==> src/rtl/sap_update_queue_pkg.sv <==
// Shared types for the SAp predictor update path: table index, counter and history types,
// the queued update entry, and the saturating counter step.
package sap_update_queue_pkg;

   localparam int ADDR_W      = 32;
   localparam int INSN_ADDR_W = 2;
   localparam int PHT_IDX_W   = 10;
   localparam int HIST_IDX_W  = 8;
   localparam int HIST_OFF    = 0;
   localparam int HIST_W      = 4;
   localparam int CTR_W       = 2;

   typedef logic [PHT_IDX_W-1:0]  pht_idx_t;
   typedef logic [HIST_IDX_W-1:0] hist_idx_t;
   typedef logic [HIST_W-1:0]     hist_t;
   typedef logic [CTR_W-1:0]      ctr_t;

   localparam ctr_t CTR_MAX        = '1;
   localparam ctr_t CTR_WEAK_TAKEN = ctr_t'(1 << (CTR_W - 1));

   typedef struct packed {
      pht_idx_t  pht_idx;
      hist_idx_t hist_idx;
      ctr_t      prev_ctr;
      hist_t     prev_hist;
      logic      taken;
      logic      mispred;
   } sap_update_entry_t;

   function automatic ctr_t ctr_next(input ctr_t base, input logic taken);
      if (taken)
         return (base == CTR_MAX) ? base : base + ctr_t'(1);
      return (base == '0) ? base : base - ctr_t'(1);
   endfunction

endpackage

==> src/rtl/sap_update_fifo.sv <==
// Circular FIFO accepting up to LANES pushes (packed in lane order) and one pop per cycle.
// Extra-MSB pointers distinguish full from empty; count is wr_ptr - rd_ptr.
module sap_update_fifo #(
   parameter int DEPTH = 8,
   parameter int LANES = 2,
   parameter int WIDTH = 8
) (
   input  logic                       clk,
   input  logic                       rst,
   input  logic [LANES-1:0]           push,
   input  logic [LANES*WIDTH-1:0]     push_dat,
   input  logic                       pop,
   output logic [WIDTH-1:0]           head_dat,
   output logic [$clog2(DEPTH):0]     count,
   output logic                       empty,
   output logic                       full
);
   localparam int AW = $clog2(DEPTH);

   logic [WIDTH-1:0] mem [DEPTH];
   logic [AW:0]      wr_ptr, rd_ptr, n_push;
   logic [AW:0]      slot [LANES];
   logic             do_pop;

   // Each pushing lane lands after all lower-numbered pushing lanes.
   always_comb begin
      n_push = '0;
      for (int l = 0; l < LANES; l++) begin
         slot[l] = wr_ptr + n_push;
         n_push  = n_push + (AW+1)'(push[l]);
      end
   end

   assign do_pop   = pop && !empty;
   assign head_dat = mem[rd_ptr[AW-1:0]];
   assign count    = wr_ptr - rd_ptr;
   assign empty    = (wr_ptr == rd_ptr);
   assign full     = (wr_ptr[AW] != rd_ptr[AW]) && (wr_ptr[AW-1:0] == rd_ptr[AW-1:0]);

   always_ff @(posedge clk) begin
      for (int l = 0; l < LANES; l++)
         if (push[l])
            mem[slot[l][AW-1:0]] <= push_dat[l*WIDTH +: WIDTH];
   end

   always_ff @(posedge clk or posedge rst) begin
      if (rst) begin
         wr_ptr <= '0;
         rd_ptr <= '0;
      end else begin
         wr_ptr <= wr_ptr + n_push;
         rd_ptr <= rd_ptr + (AW+1)'(do_pop);
      end
   end

endmodule

==> src/rtl/sap_update_queue.sv <==
// SAp predictor update side: queues resolved conditional branches, drains one per cycle into
// the PHT counter and history write ports, and sweeps both tables to their initial state after reset.
module sap_update_queue
   import sap_update_queue_pkg::*;
#(
   parameter int ISSUE_WIDTH         = 2,
   parameter int QUEUE_DEPTH         = 8,
   parameter int ADDR_WIDTH          = ADDR_W,
   parameter int INSN_ADDR_BIT_WIDTH = INSN_ADDR_W,
   parameter int PHT_INDEX_BITS      = PHT_IDX_W,
   parameter int HIST_INDEX_BITS     = HIST_IDX_W,
   parameter int HIST_OFFSET         = HIST_OFF,
   parameter int HIST_BITS           = HIST_W,
   parameter int CTR_WIDTH           = CTR_W
) (
   input  logic                              clk,
   input  logic                              rst,
   input  logic [ISSUE_WIDTH-1:0]            br_valid,
   input  logic [ISSUE_WIDTH-1:0]            br_is_cond,
   input  logic [ISSUE_WIDTH-1:0]            br_taken,
   input  logic [ISSUE_WIDTH-1:0]            br_mispred,
   input  logic [ISSUE_WIDTH*ADDR_WIDTH-1:0] br_addr,
   input  logic [ISSUE_WIDTH*CTR_WIDTH-1:0]  br_prev_ctr,
   input  logic [ISSUE_WIDTH*HIST_BITS-1:0]  br_prev_hist,
   output logic                              br_ready,
   output logic                              init_busy,
   output logic                              pht_we,
   output logic                              pht_init_all,
   output logic [PHT_INDEX_BITS-1:0]         pht_wa,
   output logic [HIST_BITS-1:0]              pht_wsel,
   output logic [CTR_WIDTH-1:0]              pht_wv,
   output logic                              hist_we,
   output logic [HIST_INDEX_BITS-1:0]        hist_wa,
   output logic [HIST_BITS-1:0]              hist_wv,
   output logic [15:0]                       drop_count
);
   localparam int SWEEP_W = (PHT_INDEX_BITS > HIST_INDEX_BITS) ? PHT_INDEX_BITS : HIST_INDEX_BITS;
   localparam int ENTRY_W = $bits(sap_update_entry_t);
   localparam int CNT_W   = $clog2(QUEUE_DEPTH) + 1;
   localparam logic [SWEEP_W:0] PHT_SIZE  = (SWEEP_W+1)'(1) << PHT_INDEX_BITS;
   localparam logic [SWEEP_W:0] HIST_SIZE = (SWEEP_W+1)'(1) << HIST_INDEX_BITS;
   localparam logic [0:0] ST_INIT = 1'b0;
   localparam logic [0:0] ST_RUN  = 1'b1;

   logic [0:0]                   state;
   logic [SWEEP_W-1:0]           sweep_idx;
   logic [ISSUE_WIDTH-1:0]       qual, push;
   logic [ISSUE_WIDTH*ENTRY_W-1:0] push_dat;
   logic [ENTRY_W-1:0]           head_dat;
   sap_update_entry_t            head;
   logic [CNT_W-1:0]             fifo_count;
   logic                         fifo_empty, fifo_full, pop;
   logic [16:0]                  n_qual, drop_sum;
   logic                         last_valid;
   pht_idx_t                     last_pht_idx;
   hist_t                        last_sel;
   ctr_t                         last_ctr;
   logic                         fwd_hit;
   ctr_t                         base_ctr, new_ctr;
   logic                         unused_addr_bits;

   assign init_busy = (state == ST_INIT);
   assign qual      = br_valid & br_is_cond;
   assign br_ready  = !init_busy && !fifo_full &&
                      (fifo_count <= CNT_W'(QUEUE_DEPTH - ISSUE_WIDTH));
   assign push      = br_ready ? qual : '0;
   assign pop       = !init_busy && !fifo_empty;
   assign unused_addr_bits = ^br_addr;

   for (genvar l = 0; l < ISSUE_WIDTH; l++) begin : g_lane
      sap_update_entry_t ent;
      assign ent.pht_idx   = br_addr[l*ADDR_WIDTH + INSN_ADDR_BIT_WIDTH +: PHT_INDEX_BITS];
      assign ent.hist_idx  = br_addr[l*ADDR_WIDTH + INSN_ADDR_BIT_WIDTH + HIST_OFFSET +: HIST_INDEX_BITS];
      assign ent.prev_ctr  = br_prev_ctr[l*CTR_WIDTH +: CTR_WIDTH];
      assign ent.prev_hist = br_prev_hist[l*HIST_BITS +: HIST_BITS];
      assign ent.taken     = br_taken[l];
      assign ent.mispred   = br_mispred[l];
      assign push_dat[l*ENTRY_W +: ENTRY_W] = ent;
   end

   always_comb begin
      n_qual = '0;
      for (int l = 0; l < ISSUE_WIDTH; l++)
         n_qual = n_qual + 17'(qual[l]);
   end
   assign drop_sum = {1'b0, drop_count} + n_qual;

   sap_update_fifo #(
      .DEPTH (QUEUE_DEPTH),
      .LANES (ISSUE_WIDTH),
      .WIDTH (ENTRY_W)
   ) u_fifo (
      .clk      (clk),
      .rst      (rst),
      .push     (push),
      .push_dat (push_dat),
      .pop      (pop),
      .head_dat (head_dat),
      .count    (fifo_count),
      .empty    (fifo_empty),
      .full     (fifo_full)
   );

   // The table read at prediction may predate our last write to the same counter.
   assign head     = sap_update_entry_t'(head_dat);
   assign fwd_hit  = last_valid && (last_pht_idx == head.pht_idx) && (last_sel == head.prev_hist);
   assign base_ctr = fwd_hit ? last_ctr : head.prev_ctr;
   assign new_ctr  = ctr_next(base_ctr, head.taken);

   always_ff @(posedge clk or posedge rst) begin
      if (rst) begin
         state        <= ST_INIT;
         sweep_idx    <= '0;
         pht_we       <= 1'b0;
         pht_init_all <= 1'b0;
         pht_wa       <= '0;
         pht_wsel     <= '0;
         pht_wv       <= '0;
         hist_we      <= 1'b0;
         hist_wa      <= '0;
         hist_wv      <= '0;
         drop_count   <= '0;
         last_valid   <= 1'b0;
         last_pht_idx <= '0;
         last_sel     <= '0;
         last_ctr     <= '0;
      end else begin
         pht_we       <= 1'b0;
         pht_init_all <= 1'b0;
         hist_we      <= 1'b0;
         if (state == ST_INIT) begin
            if ({1'b0, sweep_idx} < PHT_SIZE) begin
               pht_we       <= 1'b1;
               pht_init_all <= 1'b1;
               pht_wa       <= sweep_idx[PHT_INDEX_BITS-1:0];
               pht_wsel     <= '0;
               pht_wv       <= CTR_WEAK_TAKEN;
            end
            if ({1'b0, sweep_idx} < HIST_SIZE) begin
               hist_we <= 1'b1;
               hist_wa <= sweep_idx[HIST_INDEX_BITS-1:0];
               hist_wv <= '0;
            end
            if (sweep_idx == '1)
               state <= ST_RUN;
            else
               sweep_idx <= sweep_idx + SWEEP_W'(1);
         end else if (pop) begin
            pht_we       <= 1'b1;
            pht_wa       <= head.pht_idx;
            pht_wsel     <= head.prev_hist;
            pht_wv       <= new_ctr;
            last_valid   <= 1'b1;
            last_pht_idx <= head.pht_idx;
            last_sel     <= head.prev_hist;
            last_ctr     <= new_ctr;
            // Correct predictions were already shifted into history at fetch.
            if (head.mispred) begin
               hist_we <= 1'b1;
               hist_wa <= head.hist_idx;
               hist_wv <= {head.prev_hist[HIST_BITS-2:0], head.taken};
            end
         end
         if (!br_ready && (n_qual != '0))
            drop_count <= drop_sum[16] ? 16'hFFFF : drop_sum[15:0];
      end
   end

endmodule

==> config.mk <==
export PLATFORM = sky130hd
export DESIGN_NAME = sap_update_queue
export DESIGN_NICKNAME = d
export VERILOG_FILES = /design/src/rtl/sap_update_queue_pkg.sv /design/src/rtl/sap_update_fifo.sv /design/src/rtl/sap_update_queue.sv
export SDC_FILE = /design/constraint.sdc
export NUM_CORES = 1
export LEC_CHECK = 0
export CORE_MARGIN = 1
export CORE_UTILIZATION = 49
export CTS_CLUSTER_DIAMETER = 80
export DETAILED_ROUTE_END_ITERATION = 7
export PLACE_DENSITY = 0.71
export RECOVER_POWER = 25
export SETUP_SLACK_MARGIN = 0.15
export SYNTH_ARGS = -nofsm -noshare
export SYNTH_HDL_FRONTEND = slang
export SYNTH_SLANG_ARGS = --single-unit
export TNS_END_PERCENT = 30
==> constraint.sdc <==
create_clock -name clk -period 6.5 [get_ports clk]
set_input_delay 1.3 -clock clk [delete_from_list [all_inputs] [get_ports clk]]
set_output_delay 1.3 -clock clk [all_outputs]
set_load 0.1 [all_outputs]
==> results of run 1 <==
-- where the power goes --
part	leakage, uW	total [uW]	switching [uW]	internal (uW)
Sequential	0.00238	1570	18.3	1550
Clock	0.000372	1310	554	754
Combinational	0.00228	284	187	96.9
Total	0.00503	3160	760	2400
-- metal layers --
layer / wire length, um / share of wire / vias up / global-route usage
li1: - / - / 3327 / -
met1: 11600 / 0.46 / 3545 / 0.314
met2: 12100 / 0.47 / 178 / 0.365
met3: 1210 / 0.048 / 43 / 0.0303
met4: 570 / 0.022 / 2 / 0.0629
met5: 13 / 0.00051 / - / 0
-- logic make-up (layout without fill, tap and decap cells) --
kind of cell	Yosys count	in the layout	share of synthesized area
simple gates	177	177	0.0731
mux	216	216	0.242
flops	227	227	0.564
xor+xnor	32	32	0.0247
compound gates	100	100	0.0515
buf+inv	56	180	0.0231
fa+ha+maj	18	18	0.0216
-- cells in the final DEF (no fill, tap or decap), drive strengths merged, types with 22 or more instances in the layout --
master / n
nand2: 79
buf: 23
mux2i: 34
clkbuf: 39
nor2: 26
mux2: 156
a21oi: 22
o21ai: 43
edfxtp: 144
dfrtp: 83
mux4: 26
clkdlybuf4s50: 84
-- final cells by class --
cell class | count | area [um^2] | share of cell area
clock buffer | 36 | 708 | 0.0528
clock inverter | 10 | 47.5 | 0.00355
inverter | 19 | 72.6 | 0.00541
multi-input combinational | 543 | 4750 | 0.354
sequential | 227 | 6400 | 0.477
tap | 285 | 357 | 0.0266
timing repair buffer | 115 | 1070 | 0.0801
-- critical path, delay by kind of cell, from the launching register on --
| kind | cells | cell delay [ns] |
|---|---|---|
| buffers and inverters | 3 | 2.97 |
| DFF | 1 | 0.32 |
-- flip-flops by register name (all words and copies together) (netlist names) --
register	flops
hist_we	1
last_valid	1
sweep_idx	10
pht_wsel	4
last_pht_idx	10
pht_init_all	1
pht_wv	2
drop_count	16
u_fifo.mem	144
hist_wa	8
state	1
hist_wv	4
pht_wa	10
u_fifo.rd_ptr	4
u_fifo.wr_ptr	4
last_sel	4
pht_we	1
last_ctr	2
-- through the flow --
step	power, uW	cell area, um^2	instances
floorplan	1790	11400	826
global placement	1880	12700	1189
detailed placement	1890	12700	1189
CTS	3180	13400	1235
global route	3250	13400	1235
finish	3160	13400	1235
-- worst max path at each step --
| stage | start | to | slack, ns | depth (start not counted) |
|---|---|---|---|---|
| after global routing | u_fifo.rd_ptr[1]$_DFF_PP0_ | u_fifo.mem[0][2]$_DFFE_PP_ | 1.05 | 15 |
| after floorplan | u_fifo.rd_ptr[1]$_DFF_PP0_ | u_fifo.mem[4][0]$_DFFE_PP_ | 1.58 | 16 |
| after global placement | u_fifo.rd_ptr[1]$_DFF_PP0_ | u_fifo.mem[0][1]$_DFFE_PP_ | 2.01 | 15 |
| after CTS | u_fifo.rd_ptr[1]$_DFF_PP0_ | u_fifo.mem[7][24]$_DFFE_PP_ | 1.95 | 16 |
| final | state$_DFF_PP0_ | init_busy | 1.38 | 3 |
| after detailed placement | u_fifo.rd_ptr[1]$_DFF_PP0_ | u_fifo.mem[7][2]$_DFFE_PP_ | 1.98 | 16 |
-- Yosys cell counts, drive strengths merged, types with 10 or more instances --
library cell | number | area share
a21oi | 22 | 0.0097
a22oi | 10 | 0.0066
and3 | 11 | 0.0061
buf | 21 | 0.012
clkbuf | 16 | 0.0053
dfrtp | 83 | 0.18
edfxtp | 144 | 0.38
ha | 14 | 0.015
inv | 18 | 0.0060
mux2 | 156 | 0.16
mux2i | 34 | 0.034
mux4 | 26 | 0.054
nand2 | 79 | 0.026
nand3 | 18 | 0.0079
nor2 | 26 | 0.0086
o21ai | 43 | 0.019
xnor2 | 13 | 0.010
xor2 | 19 | 0.015
==> run_results.csv, run 1 <==
group,metric,value,unit
die,io_pins,135,
die,placementRows,55,
die,initial_utilization,0.500,
clocking,ctsRootBufferMaster,"clkbuf_16",
clocking,cts_max_path_buffers,3,
sta,slew_violations,0,
placement,io_buffers,90,
sta,hold_viol_final,0,
die,die_area,0.0238,mm^2
route,finalWirelength,25500,um
sta,rsz0062_at_grt,"no",
placement,place.gp.congestion,0.793,
worst_setup_path,worstReg2RegStart,"u_fifo.rd_ptr[1]$_DFF_PP0_",
layout,nets,1034,
synth,yosysUniqueCellTypes,51,
synth,ys_ff_latch,227,
pwr,cellPowerDensity,236,mW/mm^2
clocking,path_clk_slew,0.06,ns
worst_setup_path,start_kind,"flop",
synth,ys_async_sr_fraction,0.366,
worst_setup_path,r2r_setup_slack,1.43,ns
route,vias_per_cell,5.74,
clocking,clk_latency,0.53,ns
worst_setup_path,worstPathRequired,5.20,ns
layout,fillCellCount,1792,
synth,ys.warnings.count,0,
route,wire_per_inst,20.6,um
route,vias,7095,
layout,drive_gt1_frac,0.263,
clocking,cts_resized,0,
sta,max_freq,195,MHz
worst_setup_path,slowest_stage,"clkdlybuf4s50_1",
synth,synth-main-ff-cell,"edfxtp_1",
layout,area.growth.synth_to_final,18.1,%
hold_path,worst_hold_path.num_cells,2,
layout,final_core_util,0.591,
run,maxCapViolations,0,
global_routing,antenna_found_initial,1,
sta,finalSetupTns,0,ns
hold_path,hold_path.class,"flop to flop",
synth,avgSynthCellArea,13.7,um^2
worst_setup_path,crit_path_max_fanout,25,
worst_setup_path,max_stage_delay,1.17,ns
route,ant_nets,0,
synth,synth-seq-area-share,0.564,
synth,netlist_instances,826,
worst_setup_path,critPathArrivalTime,3.82,ns
worst_setup_path,r2r_cells,16,
sta,min_period,5.12,ns
global_routing,grt_pass1_vias,7136,
worst_setup_path,cp-end-kind,"output pin",
synth,synth-edff-count,144,
global_routing,grt_pass1_wl,40700,um
route,drtIter0Drc,394,
clocking,cts_tree,"done",
clocking,htree_levels,1,
sta,worst_slack,1.38,ns
synth,syn-num-nets,929,
run_status,run_status,"finished clean",
clocking,postCtsSetupBuffers,0,
route,dr.pass1.iters,5,
clocking,holdBufCountCts,0,
sta,worstMarginPinSlew,1.26,ns
sta,holdWs,0.481,ns
synth,syn_area,0.0114,mm^2
sta,finClkSkew,0.0230,ns
global_routing,track_usage,0.223,
global_routing,grt_remaining_overflow,0,
hold_path,hold_end,"hist_wa[1]$_DFFE_PP0P_",
sta,max_slew_margin,0.160,
placement,dp_hpwl,16200,um
clocking,cts_sinks,227,
pwr,vdd_drop_max,0.157,mV
pwr,leakagePower,0.00503,uW
sta,setup_viol,0,
route,drcViolationCount,0,
worst_setup_path,reg2reg_to,"u_fifo.mem[5][17]$_DFFE_PP_",
worst_setup_path,worstPathCellList,"clkbuf_1 -> clkinv_1 -> clkdlybuf4s50_1",
clocking,numCtsBuffers,25,
sta,fin_crit_sh,0.788,
hold_path,hold_start,"hist_wa[1]$_DFFE_PP0P_",
layout,antenna_cells,0,
worst_setup_path,crit_type,"flop to output pin",
die,core-area,0.0227,mm^2
die,die_h,154,um
placement,pre_cts_slack,1.98,ns
global_routing,grt_start_max_net_pins,69,
die,dieWidth,154,um
Power figures use the tool's default switching activity.
==> run 2, diff against run 1 <==
==> constraint.sdc (replaced) <==
create_clock -name clk -period 5.1 [get_ports clk]
set_input_delay 1.02 -clock clk [delete_from_list [all_inputs] [get_ports clk]]
set_output_delay 1.02 -clock clk [all_outputs]
set_load 0.1 [all_outputs]
==> run 2 against run 1 <==
Effect of this change: the run now ends with capacitance limit, slew limit left; clock skew down 0.014 ns; power up 29%; first-iteration DRC count up 2.3%; clock power up 31%; critical path type is now flop to flop; critical endpoint is now u_fifo.mem[0][7]$_DFFE_PP_; largest power group unchanged; highest routed layer is now met4.
==> run_results.csv, run 2 (synthesized netlist as in run 1, its figures left out) <==
group,metric,value,unit
clocking,path_clk_slew,0.06,ns
worst_setup_path,r2r_setup_slack,0.72,ns
placement,place.gp.congestion,0.822,
sta,setup_viol,0,
worst_setup_path,max_stage_delay,0.61,ns
pwr,p_int,3120,uW
worst_setup_path,worstPathCellList,"ha_1 -> nor2b_1 -> o21ai_0 -> nand4_1 -> a21oi_1 -> buf_4 -> and2_0 -> ha_1 -> ha_1 -> xor2_1 -> nor2_1 -> nand2_1 -> buf_4 -> mux2_2",
pwr,power_switching,958,uW
die,initial_utilization,0.500,
route,wire_per_inst,20.5,um
pwr,vdd_drop_max,0.235,mV
layout,drive_gt1_frac,0.267,
worst_setup_path,crit_path_max_fanout,12,
global_routing,antenna_found_initial,0,
clocking,clk_latency,0.51,ns
placement,io_buffers,90,
global_routing,grt_pass1_wl,39900,um
layout,area.growth.synth_to_final,18.2,%
run_status,violations,"capacitance limit, slew limit",
clocking,cts_sinks,227,
sta,worst_slack,0.718,ns
worst_setup_path,crit_buf_inv,2,
worst_setup_path,r2r_cells,14,
die,die_h,154,um
die,io_pins,135,
sta,hold_viol_final,0,
sta,fin_crit_sh,0.859,
pwr,leakagePower,0.00505,uW
sta,max_freq,228,MHz
worst_setup_path,reg2reg_to,"u_fifo.mem[0][7]$_DFFE_PP_",
worst_setup_path,start_kind,"flop",
clocking,holdBufCountCts,0,
die,core-area,0.0227,mm^2
route,drcViolationCount,0,
hold_path,hold_end,"last_valid$_DFFE_PP0P_",
layout,finalInstanceArea,0.0134,mm^2
hold_path,hold_path.class,"flop to flop",
route,finalWirelength,25300,um
worst_setup_path,crit_type,"flop to flop",
global_routing,grt_start_max_net_pins,57,
die,placementRows,55,
hold_path,hold_start,"last_valid$_DFFE_PP0P_",
worst_setup_path,cpMostUsedCell,"ha_1",
die,dieWidth,154,um
global_routing,track_usage,0.219,
clocking,cts_max_path_buffers,3,
layout,nets,1034,
pwr,sequentialPowerShare,0.491,
clocking,postCtsSetupBuffers,0,
run,maxCapViolations,3,
global_routing,grt_remaining_overflow,0,
layout,final_cell_mix,"mux2_2 (155), edfxtp_1 (144), clkdlybuf4s50_1 (83)",
worst_setup_path,critical_path.top_delay_family,"simple AND/OR/NAND/NOR gates",
route,dr.pass1.iters,5,
route,drtIter0Drc,403,
layout,antenna_cells,0,
worst_setup_path,slowest_stage,"dfrtp_1",
layout,fillCellCount,1819,
clocking,ctsRootBufferMaster,"clkbuf_16",
sta,finClkSkew,0.00898,ns
sta,rsz0062_at_grt,"no",
clocking,cts_resized,0,
worst_setup_path,worstPathRequired,5.36,ns
clocking,cts_tree,"done",
layout,largest_register_ffs,144,
clocking,numCtsBuffers,24,
hold_path,worst_hold_path.num_cells,1,
run_status,run_status,"finished, violations left",
layout,final_common_cell,"mux2_2",
route,vias,7011,
sta,max_slew_margin,-0.636,
pwr,p_comb_frac,0.088,
placement,placed_area,0.0127,mm^2
pwr,sw_frac_of_total,0.235,
worst_setup_path,worstReg2RegStart,"u_fifo.wr_ptr[1]$_DFF_PP0_",
die,die_area,0.0238,mm^2
sta,worstMarginPinSlew,2.44,ns
placement,dp_hpwl,16300,um
sta,min_period,4.38,ns
worst_setup_path,critPathArrivalTime,4.64,ns
route,vias_per_cell,5.70,
sta,slew_violations,132,
placement,pre_cts_slack,0.844,ns
pwr,clock_power_share,0.421,
pwr,cellPowerDensity,304,mW/mm^2
sta,finalSetupTns,0,ns
worst_setup_path,cp-end-kind,"flop",
clocking,htree_levels,1,
route,ant_nets,0,
global_routing,grt_pass1_vias,7094,
## run 2: through the flow
| stage | hold WS (ns) | power, uW | util | std cells |
|---|---|---|---|---|
| floorplan | 0.434 | 2280 | - | 826 |
| global placement | 0.452 | 2390 | 0.559 | 1190 |
| detailed placement | 0.460 | 2400 | 0.559 | 1190 |
| CTS | 0.474 | 4120 | 0.592 | 1230 |
| global route | 0.498 | 4210 | 0.591 | 1230 |
| finish | 0.468 | 4080 | 0.591 | 1230 |
## run 2: final cells by class
cell class              count  area [um^2]  share of cell area
clock inverters             7         88.8             0.00662
inverters                  19         72.6             0.00541
clock buffers              33          676              0.0503
repair buffers            116         1090              0.0811
well taps                 285          357              0.0266
multi-input cells         543         4740               0.353
flip-flops and latches    227         6400               0.477
## run 2: how the worst max path moves through the flow
stage	start	endpoint	slack, ns	cells past startpoint
floorplan	u_fifo.rd_ptr[1]$_DFF_PP0_	u_fifo.mem[4][0]$_DFFE_PP_	0.18	16
global placement	u_fifo.wr_ptr[1]$_DFF_PP0_	u_fifo.mem[4][7]$_DFFE_PP_	0.87	12
detailed placement	u_fifo.wr_ptr[1]$_DFF_PP0_	u_fifo.mem[0][7]$_DFFE_PP_	0.84	14
CTS	u_fifo.wr_ptr[1]$_DFF_PP0_	u_fifo.mem[0][7]$_DFFE_PP_	0.79	14
global route	u_fifo.wr_ptr[1]$_DFF_PP0_	u_fifo.mem[4][0]$_DFFE_PP_	0.38	12
finish	u_fifo.wr_ptr[1]$_DFF_PP0_	u_fifo.mem[0][7]$_DFFE_PP_	0.72	14
## run 2: power by group through the flow
stage	combinational [uW]	clock, uW	sequential [uW]
global placement	355	0	2040
CTS	364	1750	2000
global route	386	1820	2010
finish	360	1720	2000
detailed placement	362	0	2040
floorplan	101	0	2180
## run 2: per-layer routing
layer  track usage  part of all wire  vias up
li1              -                 -     3325
met1         0.298              0.45     3446
met2         0.366              0.48      193
met3        0.0333             0.049       47
met4        0.0624             0.022        0
met5             0                 0        -
==> run 3, diff against run 2 <==
--- a/config.mk
+++ b/config.mk
@@ -5,11 +5,12 @@
 export SDC_FILE = /design/constraint.sdc
 export NUM_CORES = 1
 export LEC_CHECK = 0
+export CORE_ASPECT_RATIO = 1.75
 export CORE_MARGIN = 1
 export CORE_UTILIZATION = 49
 export CTS_CLUSTER_DIAMETER = 80
 export DETAILED_ROUTE_END_ITERATION = 7
-export PLACE_DENSITY = 0.71
+export PLACE_DENSITY = 0.75
 export RECOVER_POWER = 25
 export SETUP_SLACK_MARGIN = 0.15
 export SYNTH_ARGS = -nofsm -noshare
==> run 3 against run 2 <==
Effect of this change: the flow still finishes with violations (capacitance limit, slew limit); sequential share of layout area rose by 0.18 points; clock power fell by 8%; final cell count rose by 0.98%; critical path type unchanged; largest cell class unchanged; largest power group unchanged.
==> run_results.csv, run 3 (synthesized netlist as in run 1, its figures left out) <==
group,metric,value,unit
clocking,cts_resized,0,
clocking,numCtsBuffers,21,
hold_path,hold_start,"hist_wa[2]$_DFFE_PP0P_",
global_routing,grt.met3_usage,0.0232,
clocking,postCtsSetupBuffers,0,
global_routing,grt.met1_usage,0.262,
clocking,holdBufCountCts,0,
run_status,violations,"capacitance limit, slew limit",
global_routing,antenna_found_initial,0,
pwr,total_power,3960,uW
layout,nets,1032,
worst_setup_path,worstPathRequired,5.35,ns
sta,max_slew_margin,-0.789,
die,placementRows,73,
worst_setup_path,crit_type,"flop to flop",
sta,max_freq,226,MHz
route,dr.pass1.iters,5,
hold_path,hold_path.class,"flop to flop",
route,drtIter0Drc,430,
sta,worstMarginPinSlew,2.67,ns
route,ant_nets,0,
route,wire_per_inst,20.6,um
placement,place.gp.congestion,0.796,
layout,final_common_cell,"mux2_2",
global_routing,grt_pass1_wl,40300,um
sta,fin_crit_sh,0.867,
worst_setup_path,critPathArrivalTime,4.67,ns
sta,rsz0062_at_grt,"no",
clocking,cts_tree,"done",
die,die_h,203,um
worst_setup_path,cp-end-kind,"flop",
route,drcViolationCount,0,
global_routing,grt_pass1_vias,7376,
clocking,cts_max_path_buffers,3,
layout,largest_register_ffs,144,
die,io_pins,135,
die,dieWidth,117,um
die,die_area,0.0238,mm^2
worst_setup_path,slowest_stage,"dfrtp_1",
sta,min_period,4.42,ns
die,initial_utilization,0.499,
worst_setup_path,r2r_setup_slack,0.68,ns
worst_setup_path,crit_buf_inv,3,
route,finalWirelength,25500,um
sta,finalSetupTns,0,ns
sta,hold_viol_final,0,
worst_setup_path,crit_path_max_fanout,12,
layout,fillCellCount,1793,
die,core-area,0.0227,mm^2
worst_setup_path,critical_path.top_delay_family,"adder cells",
clocking,ctsRootBufferMaster,"clkbuf_16",
pwr,cellPowerDensity,296,mW/mm^2
pwr,vdd_drop_max,0.211,mV
sta,finClkSkew,0.00962,ns
clocking,path_clk_slew,0.06,ns
worst_setup_path,worstReg2RegStart,"u_fifo.wr_ptr[1]$_DFF_PP0_",
worst_setup_path,worstPathCellList,"inv_1 -> fa_1 -> xor2_1 -> o31ai_1 -> a21oi_1 -> buf_4 -> and2_0 -> ha_1 -> ha_1 -> xor2_1 -> nor2_1 -> nand2_1 -> buf_4 -> mux2_2",
global_routing,grt_start_max_net_pins,63,
global_routing,gr-usage-met2,0.421,
placement,io_buffers,90,
global_routing,grt_remaining_overflow,0,
global_routing,track_usage,0.224,
pwr,leakagePower,0.00500,uW
route,vias_per_cell,5.73,
sta,setup_viol,0,
layout,area.growth.synth_to_final,17.8,%
layout,drive_gt1_frac,0.266,
global_routing,grt_busiest_layer,"met2",
run_status,run_status,"finished, violations left",
sta,slew_violations,63,
worst_setup_path,timing.critical_path.from,"u_fifo.wr_ptr[1]$_DFF_PP0_",
run,maxCapViolations,1,
clocking,clk_latency,0.50,ns
route,vias,7120,
worst_setup_path,max_stage_delay,0.64,ns
worst_setup_path,start_kind,"flop",
placement,dp_hpwl,16900,um
clocking,cts_sinks,227,
layout,final_cell_mix,"mux2_2 (155), edfxtp_1 (144), clkdlybuf4s50_1 (83)",
clocking,htree_levels,1,
layout,antenna_cells,0,
[run 3: tightest hold or removal path, cell delays in order (launching register included)]
cell and delay [ns]:
dfrtp_1 0.34, nand2_1 0.04, o21ai_0 0.06
[run 3: path summary, 6_finish.rpt]
check,cells after the start,endpoint
setup / recovery,14,u_fifo.mem[1][0]$_DFFE_PP_
hold / removal,2,hist_wa[2]$_DFFE_PP0P_
setup reg to reg,14,u_fifo.mem[1][0]$_DFFE_PP_
hold reg to reg,2,hist_wa[2]$_DFFE_PP0P_
max in group asynchronous,3,pht_wa[8]$_DFFE_PP0N_
min in group asynchronous,2,pht_wa[5]$_DFFE_PP0N_
[run 3: power by group]
group / internal, uW / switching (uW) / leakage, uW
sequential: 1980 / 22.9 / 0.00238
clock: 936 / 657 / 0.000332
combinational: 124 / 241 / 0.00229
total: 3040 / 921 / 0.00500
[run 3: layout make-up]
| type | instances | area [um^2] | share of cell area |
|---|---|---|---|
| timing repair buffer | 117 | 1090 | 0.0812 |
| clock inverter | 8 | 116 | 0.00870 |
| tap | 300 | 375 | 0.0281 |
| multi-input combinational | 543 | 4750 | 0.355 |
| inverter | 19 | 72.6 | 0.00543 |
| clock buffer | 28 | 569 | 0.0426 |
| sequential | 227 | 6400 | 0.479 |
[run 3: per-layer routing]
metal / share of wire / routed length [um]
met5: 0 / 0
met4: 0.025 / 646
met3: 0.033 / 831
met2: 0.55 / 14100
met1: 0.39 / 9970
[run 3: per-stage QoR]
stage	util	instance area [um^2]	hold slack, ns	cells	worst slack [ns]
floorplan	-	11400	0.434	826	0.177
global placement	0.558	12700	0.460	1206	0.885
detailed placement	0.558	12700	0.469	1206	0.807
CTS	0.589	13400	0.483	1242	0.786
global route	0.588	13400	0.506	1242	0.453
finish	0.588	13400	0.477	1242	0.678
